### src/rtl/demux_scan_pkg.sv
// rtl/demux_scan_pkg.sv - shared types and constants for the demux scan controller
package demux_scan_pkg;

  localparam int NUM_CH = 8;
  localparam int SEL_W  = 3;

  typedef enum logic [1:0] {
    IDLE = 2'd0,
    SCAN = 2'd1,
    DONE = 2'd2
  } scan_state_t;

  typedef logic [NUM_CH-1:0] word_t;
  typedef logic [SEL_W-1:0]  sel_t;

  localparam sel_t LAST_SLOT = sel_t'(NUM_CH - 1);

endpackage

### src/rtl/demux_scan_if.sv
// rtl/demux_scan_if.sv - word handshake and demux drive signals of the scan controller
interface demux_scan_if;
  import demux_scan_pkg::*;

  word_t i_Data;
  logic  i_Valid;
  logic  o_Ready;
  logic  i_Abort;
  logic  o_In;
  sel_t  o_Sel;
  logic  o_Busy;
  logic  o_Done;

  modport slave (
    input  i_Data, i_Valid, i_Abort,
    output o_Ready, o_In, o_Sel, o_Busy, o_Done
  );

  modport master (
    output i_Data, i_Valid, i_Abort,
    input  o_Ready, o_In, o_Sel, o_Busy, o_Done
  );

endinterface

### src/rtl/dwell_timer.sv
// rtl/dwell_timer.sv - per-slot dwell counter, wraps itself at terminal count
module dwell_timer #(
  parameter int DWELL = 4
) (
  input  logic clk,
  input  logic rst_n,
  input  logic en,
  input  logic clr,
  output logic tc
);

  localparam logic [7:0] LAST = 8'(DWELL - 1);

  logic [7:0] count;

  assign tc = en && (count == LAST);

  always_ff @(posedge clk or negedge rst_n) begin
    if (!rst_n) begin
      count <= '0;
    end else if (clr) begin
      count <= '0;
    end else if (en) begin
      count <= tc ? 8'd0 : count + 8'd1;
    end
  end

endmodule

### src/rtl/demux_scan_ctrl.sv
// rtl/demux_scan_ctrl.sv - serialises one word across an 8-way demux, DWELL cycles per channel
module demux_scan_ctrl
  import demux_scan_pkg::*;
#(
  parameter int DWELL = 4
) (
  input  logic         i_Clk,
  input  logic         i_Rst_L,
  demux_scan_if.slave  bus
);

  scan_state_t state, state_nx;
  sel_t        slot, slot_nx;
  word_t       word, word_nx;

  logic ready;
  logic accept;
  logic abort_scan;
  logic tc;

  logic in_q, in_nx;
  sel_t sel_q, sel_nx;
  logic busy_q, busy_nx;
  logic done_q, done_nx;

  assign ready      = (state == IDLE) && !bus.i_Abort;
  assign accept     = bus.i_Valid && ready;
  assign abort_scan = (state == SCAN) && bus.i_Abort;

  dwell_timer #(.DWELL(DWELL)) u_timer (
    .clk   (i_Clk),
    .rst_n (i_Rst_L),
    .en    (state == SCAN),
    .clr   (accept || abort_scan),
    .tc    (tc)
  );

  always_comb begin
    state_nx = state;
    slot_nx  = slot;
    word_nx  = word;
    case (state)
      IDLE: begin
        if (accept) begin
          state_nx = SCAN;
          slot_nx  = '0;
          word_nx  = bus.i_Data;
        end
      end
      SCAN: begin
        if (bus.i_Abort) begin
          state_nx = IDLE;
          slot_nx  = '0;
        end else if (tc) begin
          if (slot == LAST_SLOT) begin
            state_nx = DONE;
            slot_nx  = '0;
          end else begin
            slot_nx = slot + sel_t'(1);
          end
        end
      end
      DONE:    state_nx = IDLE;
      default: state_nx = IDLE;
    endcase

    // Outputs are decoded from the next state so they land registered in step with it.
    in_nx   = 1'b0;
    sel_nx  = '0;
    busy_nx = 1'b0;
    done_nx = (state_nx == DONE);
    if (state_nx == SCAN) begin
      busy_nx = 1'b1;
      sel_nx  = slot_nx;
      in_nx   = word_nx[slot_nx];
    end
  end

  always_ff @(posedge i_Clk or negedge i_Rst_L) begin
    if (!i_Rst_L) begin
      state  <= IDLE;
      slot   <= '0;
      word   <= '0;
      in_q   <= 1'b0;
      sel_q  <= '0;
      busy_q <= 1'b0;
      done_q <= 1'b0;
    end else begin
      state  <= state_nx;
      slot   <= slot_nx;
      word   <= word_nx;
      in_q   <= in_nx;
      sel_q  <= sel_nx;
      busy_q <= busy_nx;
      done_q <= done_nx;
    end
  end

  assign bus.o_Ready = ready;
  assign bus.o_In    = in_q;
  assign bus.o_Sel   = sel_q;
  assign bus.o_Busy  = busy_q;
  assign bus.o_Done  = done_q;

endmodule

### src/flat_wrapper.sv
// flat-port wrapper written by rule: the top's interface ports become plain ports
module demux_scan_ctrl_flat import demux_scan_pkg::*;
#(
  parameter int DWELL = 4
)
  (i_Clk, i_Rst_L, bus_i_Data, bus_i_Valid, bus_i_Abort, bus_o_Ready, bus_o_In, bus_o_Sel, bus_o_Busy, bus_o_Done);
  demux_scan_if bus_i ();
  input  logic i_Clk;
  input  logic i_Rst_L;
  input wire logic [$bits(bus_i.i_Data)-1:0] bus_i_Data;
  input wire logic [$bits(bus_i.i_Valid)-1:0] bus_i_Valid;
  input wire logic [$bits(bus_i.i_Abort)-1:0] bus_i_Abort;
  output wire logic [$bits(bus_i.o_Ready)-1:0] bus_o_Ready;
  output wire logic [$bits(bus_i.o_In)-1:0] bus_o_In;
  output wire logic [$bits(bus_i.o_Sel)-1:0] bus_o_Sel;
  output wire logic [$bits(bus_i.o_Busy)-1:0] bus_o_Busy;
  output wire logic [$bits(bus_i.o_Done)-1:0] bus_o_Done;
  assign bus_i.i_Data = bus_i_Data;
  assign bus_i.i_Valid = bus_i_Valid;
  assign bus_i.i_Abort = bus_i_Abort;
  assign bus_o_Ready = bus_i.o_Ready;
  assign bus_o_In = bus_i.o_In;
  assign bus_o_Sel = bus_i.o_Sel;
  assign bus_o_Busy = bus_i.o_Busy;
  assign bus_o_Done = bus_i.o_Done;
  demux_scan_ctrl #(.DWELL(DWELL)) u_core (.i_Clk(i_Clk), .i_Rst_L(i_Rst_L), .bus(bus_i));
endmodule
### config.mk
export PLATFORM = sky130hd
export DESIGN_NAME = demux_scan_ctrl_flat
export DESIGN_NICKNAME = d
export VERILOG_FILES = /design/src/rtl/demux_scan_pkg.sv /design/src/rtl/demux_scan_if.sv /design/src/rtl/dwell_timer.sv /design/src/rtl/demux_scan_ctrl.sv /design/src/flat_wrapper.sv
export SDC_FILE = /design/constraint.sdc
export NUM_CORES = 1
export LEC_CHECK = 0
export ABC_AREA = 1
export CAP_MARGIN = 40
export CORE_MARGIN = 5
export CORE_UTILIZATION = 52
export DETAILED_ROUTE_END_ITERATION = 16
export GPL_TIMING_DRIVEN = 0
export PLACE_DENSITY = 0.76
export REMOVE_ABC_BUFFERS = 1
export SETUP_SLACK_MARGIN = 0.05
export SYNTH_ARGS = -nofsm -noshare
export SYNTH_HDL_FRONTEND = slang
export SYNTH_SLANG_ARGS = --single-unit
### constraint.sdc
create_clock -name i_Clk -period 1.77 [get_ports i_Clk]
set_input_delay 0.4425 -clock i_Clk [delete_from_list [all_inputs] [get_ports i_Clk]]
set_output_delay 0.4425 -clock i_Clk [all_outputs]
set_load 0.01 [all_outputs]
**Yosys cells after proc, flatten, opt, wreduce, memory -nomap -nowiden**

Index checks and enable logic that the tools add are counted.

- Register bits after elaboration: 27
- Bits of input ports: 12

- Add/sub/neg operators: 2
- Mux-type cells: 20
- $lt $le $gt $ge: 1
- Reductions and logical operators: 8
- Equality and inequality tests: 5

Operators by type and width:

| kind | number |
|---|---|
| 8-bit 2-to-1 mux | 5 |
| 3-bit 2-to-1 mux | 5 |
| 8-bit by 1-bit adder with 8-bit output, second input constant | 1 |
| 8-bit by 2-bit == test with 1-bit output, second input constant | 1 |
| 2-bit 2-to-1 mux | 4 |
| 3-bit case mux with 2 select lines | 1 |
| 2-bit by 1-bit == test with 1-bit output, second input constant | 2 |
| 1-bit logical AND | 4 |
| 3-bit by 4-bit less-than comparator with 1-bit output, second input constant | 1 |
| 2-bit case mux with 2 select lines | 1 |
| 3-bit by 1-bit adder with 3-bit output, second input constant | 1 |
| 1-bit binary-select mux with 3-bit select | 1 |
| 3-bit == test, second input constant | 1 |
| 1-bit 2-to-1 mux | 3 |
| 2-bit == test, second input constant | 1 |
| 2-bit zero test | 1 |
| 2-bit nonzero test | 1 |
| 1-bit zero test | 1 |
| 1-bit logical OR | 1 |

**Longest topological paths before layout**

Gate-level depths: netlist of run 1.

- Depth in word-level cells: 8
- Depth in mapped cells: 12
- Mapped depth without buffers: 12

**Hierarchy**

From an unflattened synthesis of run 1, not the netlist that was laid out.

- Cells, all modules: 177
- Area total of the unflattened synthesis: 1,491.4 µm²

Modules (own cells, without submodules):

| module | area each (µm²) | cells an instance | instances | seq. area each (µm²) |
|---|---|---|---|---|
| demux_scan_ctrl | 975.9 | 108 | 1 | 475.5 |
| dwell_timer | 515.5 | 69 | 1 | 200.2 |

**Least setup slack after synthesis of run 1**

Ideal clock, no wire load.

- Kind: flip-flop to flip-flop
- Start point: reg u_core.state[0]
- End point: reg u_core.u_timer.count[6]
- Arrival time: 1.459 ns
- Setup slack: 0.190 ns
- Stages on the path, launching flop included: 9
- Path buffers: 0
- Period minus slack after synthesis: 1.580 ns
- Path through: dfrtp_1 > nor3_4 > nand2_4 > nand2_4 > inv_6 > nor3_4 > nand2_2 > xor2_1 > nor2_2

- Longest elaborated chain between the ends: 5
- Elaborated cells on any way between the ends: 11

Ends and longest elaborated chain:

| item | RTL line | RTL |
|---|---|---|
| from (decl) | demux_scan_ctrl.sv:12 | `scan_state_t state, state_nx;` |
| from (signal assigned) | demux_scan_ctrl.sv:89 | `state <= state_nx;` |
| 2-bit zero test (*) | demux_scan_ctrl.sv:26 | `assign ready = (state == IDLE) && !bus.i_Abort;` |
| 1-bit logical AND (*) | demux_scan_ctrl.sv:26 |  |
| named net bus_o_Ready | flat_wrapper.sv:13 | `output wire logic [$bits(bus_i.o_Ready)-1:0] bus_o_Ready;` |
| 1-bit logical AND (*) | demux_scan_ctrl.sv:27 | `assign accept = bus.i_Valid && ready;` |
| 1-bit logical OR (*) | demux_scan_ctrl.sv:34 | `.clr (accept \|\| abort_scan),` |
| 8-bit 2-to-1 mux or 2-bit nonzero test (tied branches) | n/a |  |
| to (signal assigned) | dwell_timer.sv:24 | `count <= tc ? 8'd0 : count + 8'd1;` |
| to (decl) | dwell_timer.sv:14 | `logic [7:0] count;` |

Mark *: on every way through the listed nets, which the timed path passes. The rest lies on a longest branch. The select of a mux whose other input is x is not followed.
A chain may end at the register's enable or synchronous reset.

**Worst setup path after layout of run 1**

- Start point: reg u_core.u_timer.count[1]
- End point: reg u_core.in_q (netlist: u_core.bus.o_In)

- Longest elaborated chain between the ends: 8
- Elaborated cells on any way between the ends: 12

Ends and longest elaborated chain:

| item | RTL line | RTL |
|---|---|---|
| 8-bit by 2-bit == test with 1-bit output | dwell_timer.sv:16 | `assign tc = en && (count == LAST);` |
| 1-bit logical AND | dwell_timer.sv:16 |  |
| 3-bit 2-to-1 mux | demux_scan_ctrl.sv:54 | `end else if (tc) begin` |
| 3-bit 2-to-1 mux | demux_scan_ctrl.sv:51 | `if (bus.i_Abort) begin` |
| 3-bit case mux with 2 select lines | demux_scan_ctrl.sv:42 | `case (state)` |
| named net u_core.slot_nx[0] | demux_scan_ctrl.sv:13 | `sel_t slot, slot_nx;` |
| 1-bit binary-select mux with 3-bit select | demux_scan_ctrl.sv:75 | `in_nx = word_nx[slot_nx];` |
| 1-bit 2-to-1 mux (implied by the code) | demux_scan_ctrl.sv:75 |  |
| 1-bit 2-to-1 mux | demux_scan_ctrl.sv:72 | `if (state_nx == SCAN) begin` |
| named net u_core.in_nx | demux_scan_ctrl.sv:21 | `logic in_q, in_nx;` |
| to (signal assigned) | demux_scan_ctrl.sv:92 | `in_q <= in_nx;` |
| to (decl) | demux_scan_ctrl.sv:21 |  |

The timed path passes the listed nets, and every way through them passes these cells. The select of a mux whose other input is x is not followed.

==> out/results.txt, run 1 <==
Result of the run -> complete, no violations
Multi-input gate area -> 663.1 µm²
Initial antenna violation count -> 0
Crit end category -> flop
Design area -> 1805 µm²
Final Slew Violations -> 0
Most frequent cells in the layout -> 30 x nand2_1, 27 x dfrtp_1, 21 x nand3_1, 13 x inv_1, 13 x clkdlybuf4s50_1
Worst Path Arrival -> 1.95 ns
Ant diodes -> 0
Worst r2r src -> u_core.u_timer.count[1]
Post-placement cell count -> 200
Critical path startpoint category -> flop
#FFs+latches synth -> 27
Vias in the first global route -> 1070
Largest family of logic cells by synthesized area -> simple AND/OR/NAND/NOR gates
Maximum fanout along the worst path -> 6
Die ar. -> 3744 µm²
Starting Density -> 54.50%
Clock skew -> 0.002575 ns
Core footprint -> 2500 µm²
Final worst setup slack -> 0.04125 ns
Ys Warns -> 0
Rows -> 18
Power Dens Cells -> 864.8 nW/µm²
Die H -> 61.19 µm
First-pass GRT wire length -> 4636 µm
Gr usage total -> 16.84%
Synthesized cell area -> 1363 µm²
Routed WL per cell -> 13.24 µm
Leakage -> 0.9382 nW
Die W -> 61.19 µm
Layout cell share with drive strength beyond 1 -> 25.53%
Crit Path Class -> reg -> reg
# DRC -> 0
Routed vias -> 1158
Worst-Margin Slew -> 0.5378 ns
Drt initial violations -> 45
Slew headroom -> 64.03%
Reg2reg path depth -> 12
Maximum capacitance violations -> 0
Synthesized instance count -> 153
Area after DPL -> 1593 µm²
Largest net degree at the start of global routing -> 19
P&R area growth vs syn -> 32.51%
Nets@finish -> 204
FF+latch area -> 675.6 µm²
DR vias/cell -> 5.312
Clock Sinks -> 27
H-Tree Depth -> 1
Root buf cell -> clkbuf_4
Worst hold path type -> in -> async
FMAX -> 578.5 MHz
Area share of and/or/nand/nor cells after synthesis -> 34.34%
Non-filler instance count after layout -> 218
HPWL Detailed -> 2005 µm
RSZ-0062 raised after global routing -> yes
Clk Latency, worst-skew pair -> 0.32 ns
CP required -> 2.00 ns
Synth Area in Compound Gates -> 6.244%
Gpl congestion -> 0.8563
Reg-to-Reg End -> u_core.bus.o_In
Cts bufs inserted -> 3
Pre-CTS setup slack -> -0.6590 ns
Reg2reg setup slack -> 0.04 ns
Fin crit period -> 1.729 ns
GRT Residual Overflow -> 0
Initial DRT Pass Iterations -> 4
CTS tree -> yes
Commonest non-fill, non-tap cell in the layout -> nand2_1
Clock Tree Buf Depth -> 2
Routed WL -> 2887 µm
I/O pins -> 19
Clk slew on worst S/H paths -> 0.14 ns
Synthesized area per cell -> 8.906 µm²
Synth cell types -> 28
Adder-Cell Fraction of Synth Area -> 2.755%
IO Port Bufs -> 18
Fill count -> 186
Hold_ws -> 0.4557 ns
Final Power -> 0.001561 W
Fin. Hold Viols -> 0
Seq/Total Area, Yosys -> 49.59%
Post-route ant nets -> 0
Fin crit share -> 97.67%
Final Setup Violations -> 0
Post-Synth XOR/XNOR Area -> 0.6428%
Mux cell area share after synthesis -> 0%
Maximum vdd drop -> 703.7 µV
[timing repair]
| action | 4_1_cts | 5_1_grt |
|---|---|---|
| endpoints found under the setup margin | 14 | 10 |
| pin swaps | 1 | 5 |
| resized for setup | 10 | 18 |
| setup buffers | 4 | 10 |
| cloned | 0 | 0 |
| hold buffers | 0 | 0 |
[flip-flops by register name, indices dropped and copies added (netlist names)]
| name | cells |
|---|---|
| u_core.u_timer.count | 8 |
| u_core.state | 2 |
| u_core.bus.o_Busy | 1 |
| u_core.bus.o_In | 1 |
| u_core.slot | 3 |
| u_core.word | 8 |
| u_core.bus.o_Done | 1 |
| u_core.bus.o_Sel | 3 |
[power breakdown]
part	switching [W]	leakage [nW]	internal (W)
sequential	0.0000571	0.357	0.000697
clock	0.000175	0.0150	0.0000881
combinational	0.000291	0.566	0.000253
[how the worst max path moves through the flow]
| stage | endpoint | startpoint | slack, ns |
|---|---|---|---|
| 5_1_grt | u_core.bus.o_In | u_core.u_timer.count[1] | -0.11 |
| 3_5_place_dp | bus_o_Ready | bus_i_Abort | -0.66 |
| 3_3_place_gp | bus_o_Ready | bus_i_Abort | -0.63 |
| 2_1_floorplan | u_core.u_timer.count[6] | u_core.state[0] | 0.12 |
| 4_1_cts | u_core.bus.o_In | bus_i_Valid | 0.05 |
| 6_report | u_core.bus.o_In | u_core.u_timer.count[1] | 0.04 |
[cells by family (layout without fill, tap and decap cells)]
logic type / Yosys count / after routing
AO/OA/AOI/OAI: 12 / 12
XOR/XNOR: 1 / 1
adder cells (fa/ha/maj): 3 / 3
buffers and inverters: 20 / 55
flip-flops: 27 / 27
AND/OR/NAND/NOR: 90 / 90
[layer usage]
layer | track usage [%] | part of all wire, % | up-vias
met1 | 22.86 | 46 | 549
li1 | - | - | 573
met2 | 26.74 | 48 | 30
met4 | 7.430 | 1.9 | 0
met3 | 2.516 | 4.4 | 6
met5 | 0 | 0 | -
[final cells by class]
class,count,share of cell area (%)
Multi-Input combinational cell,106,36.73
Tap cell,30,2.079
Sequential cell,27,37.42
Inverter,18,4.158
Clock buffer,4,1.455
Timing Repair Buffer,33,18.16
[synthesized netlist by cell type (all sizes together)]
cell / count / area (µm²)
a21oi: 5 / 25.02
clkinv: 1 / 3.750
a22oi: 1 / 7.510
o21bai: 1 / 18.77
inv: 17 / 68.81
a31oi: 1 / 6.260
buf: 2 / 15.01
nor3: 11 / 82.58
nand2: 38 / 182.7
nand3: 22 / 110.1
xor2: 1 / 8.760
and2: 1 / 8.760
dfrtp: 27 / 675.7
ha: 3 / 37.54
o21ai: 4 / 27.52
nor2: 17 / 76.32
nand3b: 1 / 7.510
[per-stage QoR]
| step | util [%] | TNS (ns) |
|---|---|---|
| 2_1_floorplan | - | 0 |
| 3_3_place_gp | 62.61 | -8.801 |
| 3_5_place_dp | 63.71 | -7.057 |
| 4_1_cts | 66.62 | 0 |
| 5_1_grt | 72.22 | -0.1160 |
| 6_report | 72.22 | 0 |
[critical path, stage by stage (launching register included)]
cell and delay (ns):
dfrtp_1 0.40, ha_2 0.21, inv_2 0.06, nor3_4 0.17, nand2_2 0.15, nand2_1 0.10, nand2_1 0.09, nand2_4 0.12
nand2_4 0.07, nand2_1 0.07, nand3_1 0.07, nand3_1 0.07, nand2_1 0.06
No activity file was read; power rests on OpenSTA's default activity.
==> inputs of run 2 (changes only) <==
Settings changed: SLEW_MARGIN from default to 20.
==> run 2 against run 1 <==
Against the previous run:
- non-clock buffer count shrank 4
- flip-flop and latch count is the same
- sequential power grew 0.7%
- register-to-register slack lost 0.02 ns
- routed wire length grew 1.2%
- die area is the same
- maximum frequency shrank 0.95%
- combinational power shrank 1%
- worst setup slack lost 0.017 ns
- power is essentially flat
- largest cell class is now multi-input combinational cells
==> out/results.txt, run 2 (synthesis results as in run 1) <==
Ant diodes -> 0
Initial DRT Pass Iterations -> 6
Gr usage total -> 17.15%
Critical path's top delay family -> simple AND/OR/NAND/NOR gates
Worst r2r src -> u_core.state[0]
Core footprint -> 2500 µm²
Fin crit period -> 1.745 ns
Final Setup Violations -> 0
Largest net degree at the start of global routing -> 28
Layout cell share with drive strength beyond 1 -> 26.09%
Slew headroom -> 61.17%
Initial antenna violation count -> 0
CP bufs+invs -> 2
Routed WL -> 2921 µm
Final worst setup slack -> 0.02467 ns
Cts bufs inserted -> 3
Nets@finish -> 200
Maximum vdd drop -> 712.4 µV
Worst Path Arrival -> 1.97 ns
Critical path startpoint category -> flop
First-pass GRT wire length -> 4781 µm
Vias in the first global route -> 1123
Clock Tree Buf Depth -> 2
Setup TNS -> 0 ns
Leakage -> 0.8858 nW
Worst setup startpoint -> u_core.state[0]
Regs by FF count -> u_core.u_timer.count (8), u_core.word (8)
Maximum capacitance violations -> 0
Pre-CTS setup slack -> -0.6714 ns
Fin. Hold Viols -> 0
Worst hold path type -> in -> async
Post-route ant nets -> 0
Gpl congestion -> 0.8563
Maximum fanout along the worst path -> 4
Grt met1 use -> 22.33%
Met2 Usage GRT -> 28.55%
IO Port Bufs -> 18
Routed vias -> 1132
P&R area growth vs syn -> 29.29%
Most frequent cells in the layout -> 29 x nand2_1, 27 x dfrtp_1, 21 x nand3_1, 13 x clkdlybuf4s50_1, 12 x inv_1
Hold_ws -> 0.09781 ns
Worst-path cell chain -> buf_4, nand2_2, nor2_4, nand2_2, inv_2, nor2_2, nor2_1, nor2_2, nand3_1, nand3_1, nand2_1
Worst-Margin Slew -> 0.5825 ns
Clock skew -> 0.007953 ns
Slowest-stage cell, CP -> dfrtp_1
DR vias/cell -> 5.290
# DRC -> 0
Commonest non-fill, non-tap cell in the layout -> nand2_1
CP required -> 1.99 ns
Starting Density -> 54.50%
CTS tree -> yes
H-Tree Depth -> 1
Clk slew on worst S/H paths -> 0.15 ns
Result of the run -> complete, no violations
Die H -> 61.19 µm
HPWL Detailed -> 1948 µm
GRT busiest layer -> met2
Root buf cell -> clkbuf_4
Power Dens Cells -> 886.5 nW/µm²
Rows -> 18
Area after DPL -> 1560 µm²
Routed WL per cell -> 13.65 µm
Clock Sinks -> 27
Global Route met3 Usage -> 2.725%
Final Slew Violations -> 0
Die ar. -> 3744 µm²
Crit Path Class -> reg -> reg
Crit end category -> flop
GRT Residual Overflow -> 0
Drt initial violations -> 26
Die W -> 61.19 µm
Design area -> 1762 µm²
RSZ-0062 raised after global routing -> yes
I/O pins -> 19
Fin crit share -> 98.61%
Clk Latency, worst-skew pair -> 0.32 ns
Worst path max stage delay -> 0.44 ns
FMAX -> 573.0 MHz
[run 2: cell count changes in the layout (fill, tap and decap cells not counted), sizes merged]
cell          before  now
buf               16   13
dlygate4sd2        1    2
dlymetal6s2s       3    1
[run 2: metrics by stage]
stage	utilization, %	total power [W]	instances
2_1_floorplan	-	0.001008	151
3_3_place_gp	62.61	0.001113	199
3_5_place_dp	62.41	0.001138	199
4_1_cts	65.07	0.001457	207
5_1_grt	70.47	0.001659	214
6_report	70.47	0.001562	214
[run 2: final cells by class]
cell class	count	area, µm²
Sequential cell	27	675.6
Tap cell	30	37.54
Clock buffer	4	26.28
Fill cell	207	738.2
Timing Repair Buffer	29	266.5
Inverter	18	75.07
Multi-Input combinational cell	106	680.7
[run 2: worst paths after layout]
path	depth (start not counted)	endpoint	slack, ns
min reg2reg	2	u_core.word[4]	0.49
max in group asynchronous	1	u_core.word[0]	1.29
min	1	u_core.u_timer.count[7]	0.1
min in group i_Clk	2	u_core.word[4]	0.49
max	11	u_core.bus.o_In	0.02
max reg2reg	11	u_core.bus.o_In	0.02
[run 2: what timing repair did]
action                                  CTS  global route
pin swaps                                 1             6
hold buffers                              0             0
gates resized for setup                  10            20
endpoints found under the setup margin   14             7
buffers inserted                          4             7
[run 2: power by group]
group          internal [W]  switching [W]
Combinational      0.000251       0.000286
Clock             0.0000881       0.000177
Sequential         0.000697      0.0000623
Total               0.00104       0.000525
[run 2: metal layers]
layer	vias up	routed length [µm]
li1	557	-
met1	547	1313
met2	26	1447
met3	2	143
met4	0	16
met5	-	0
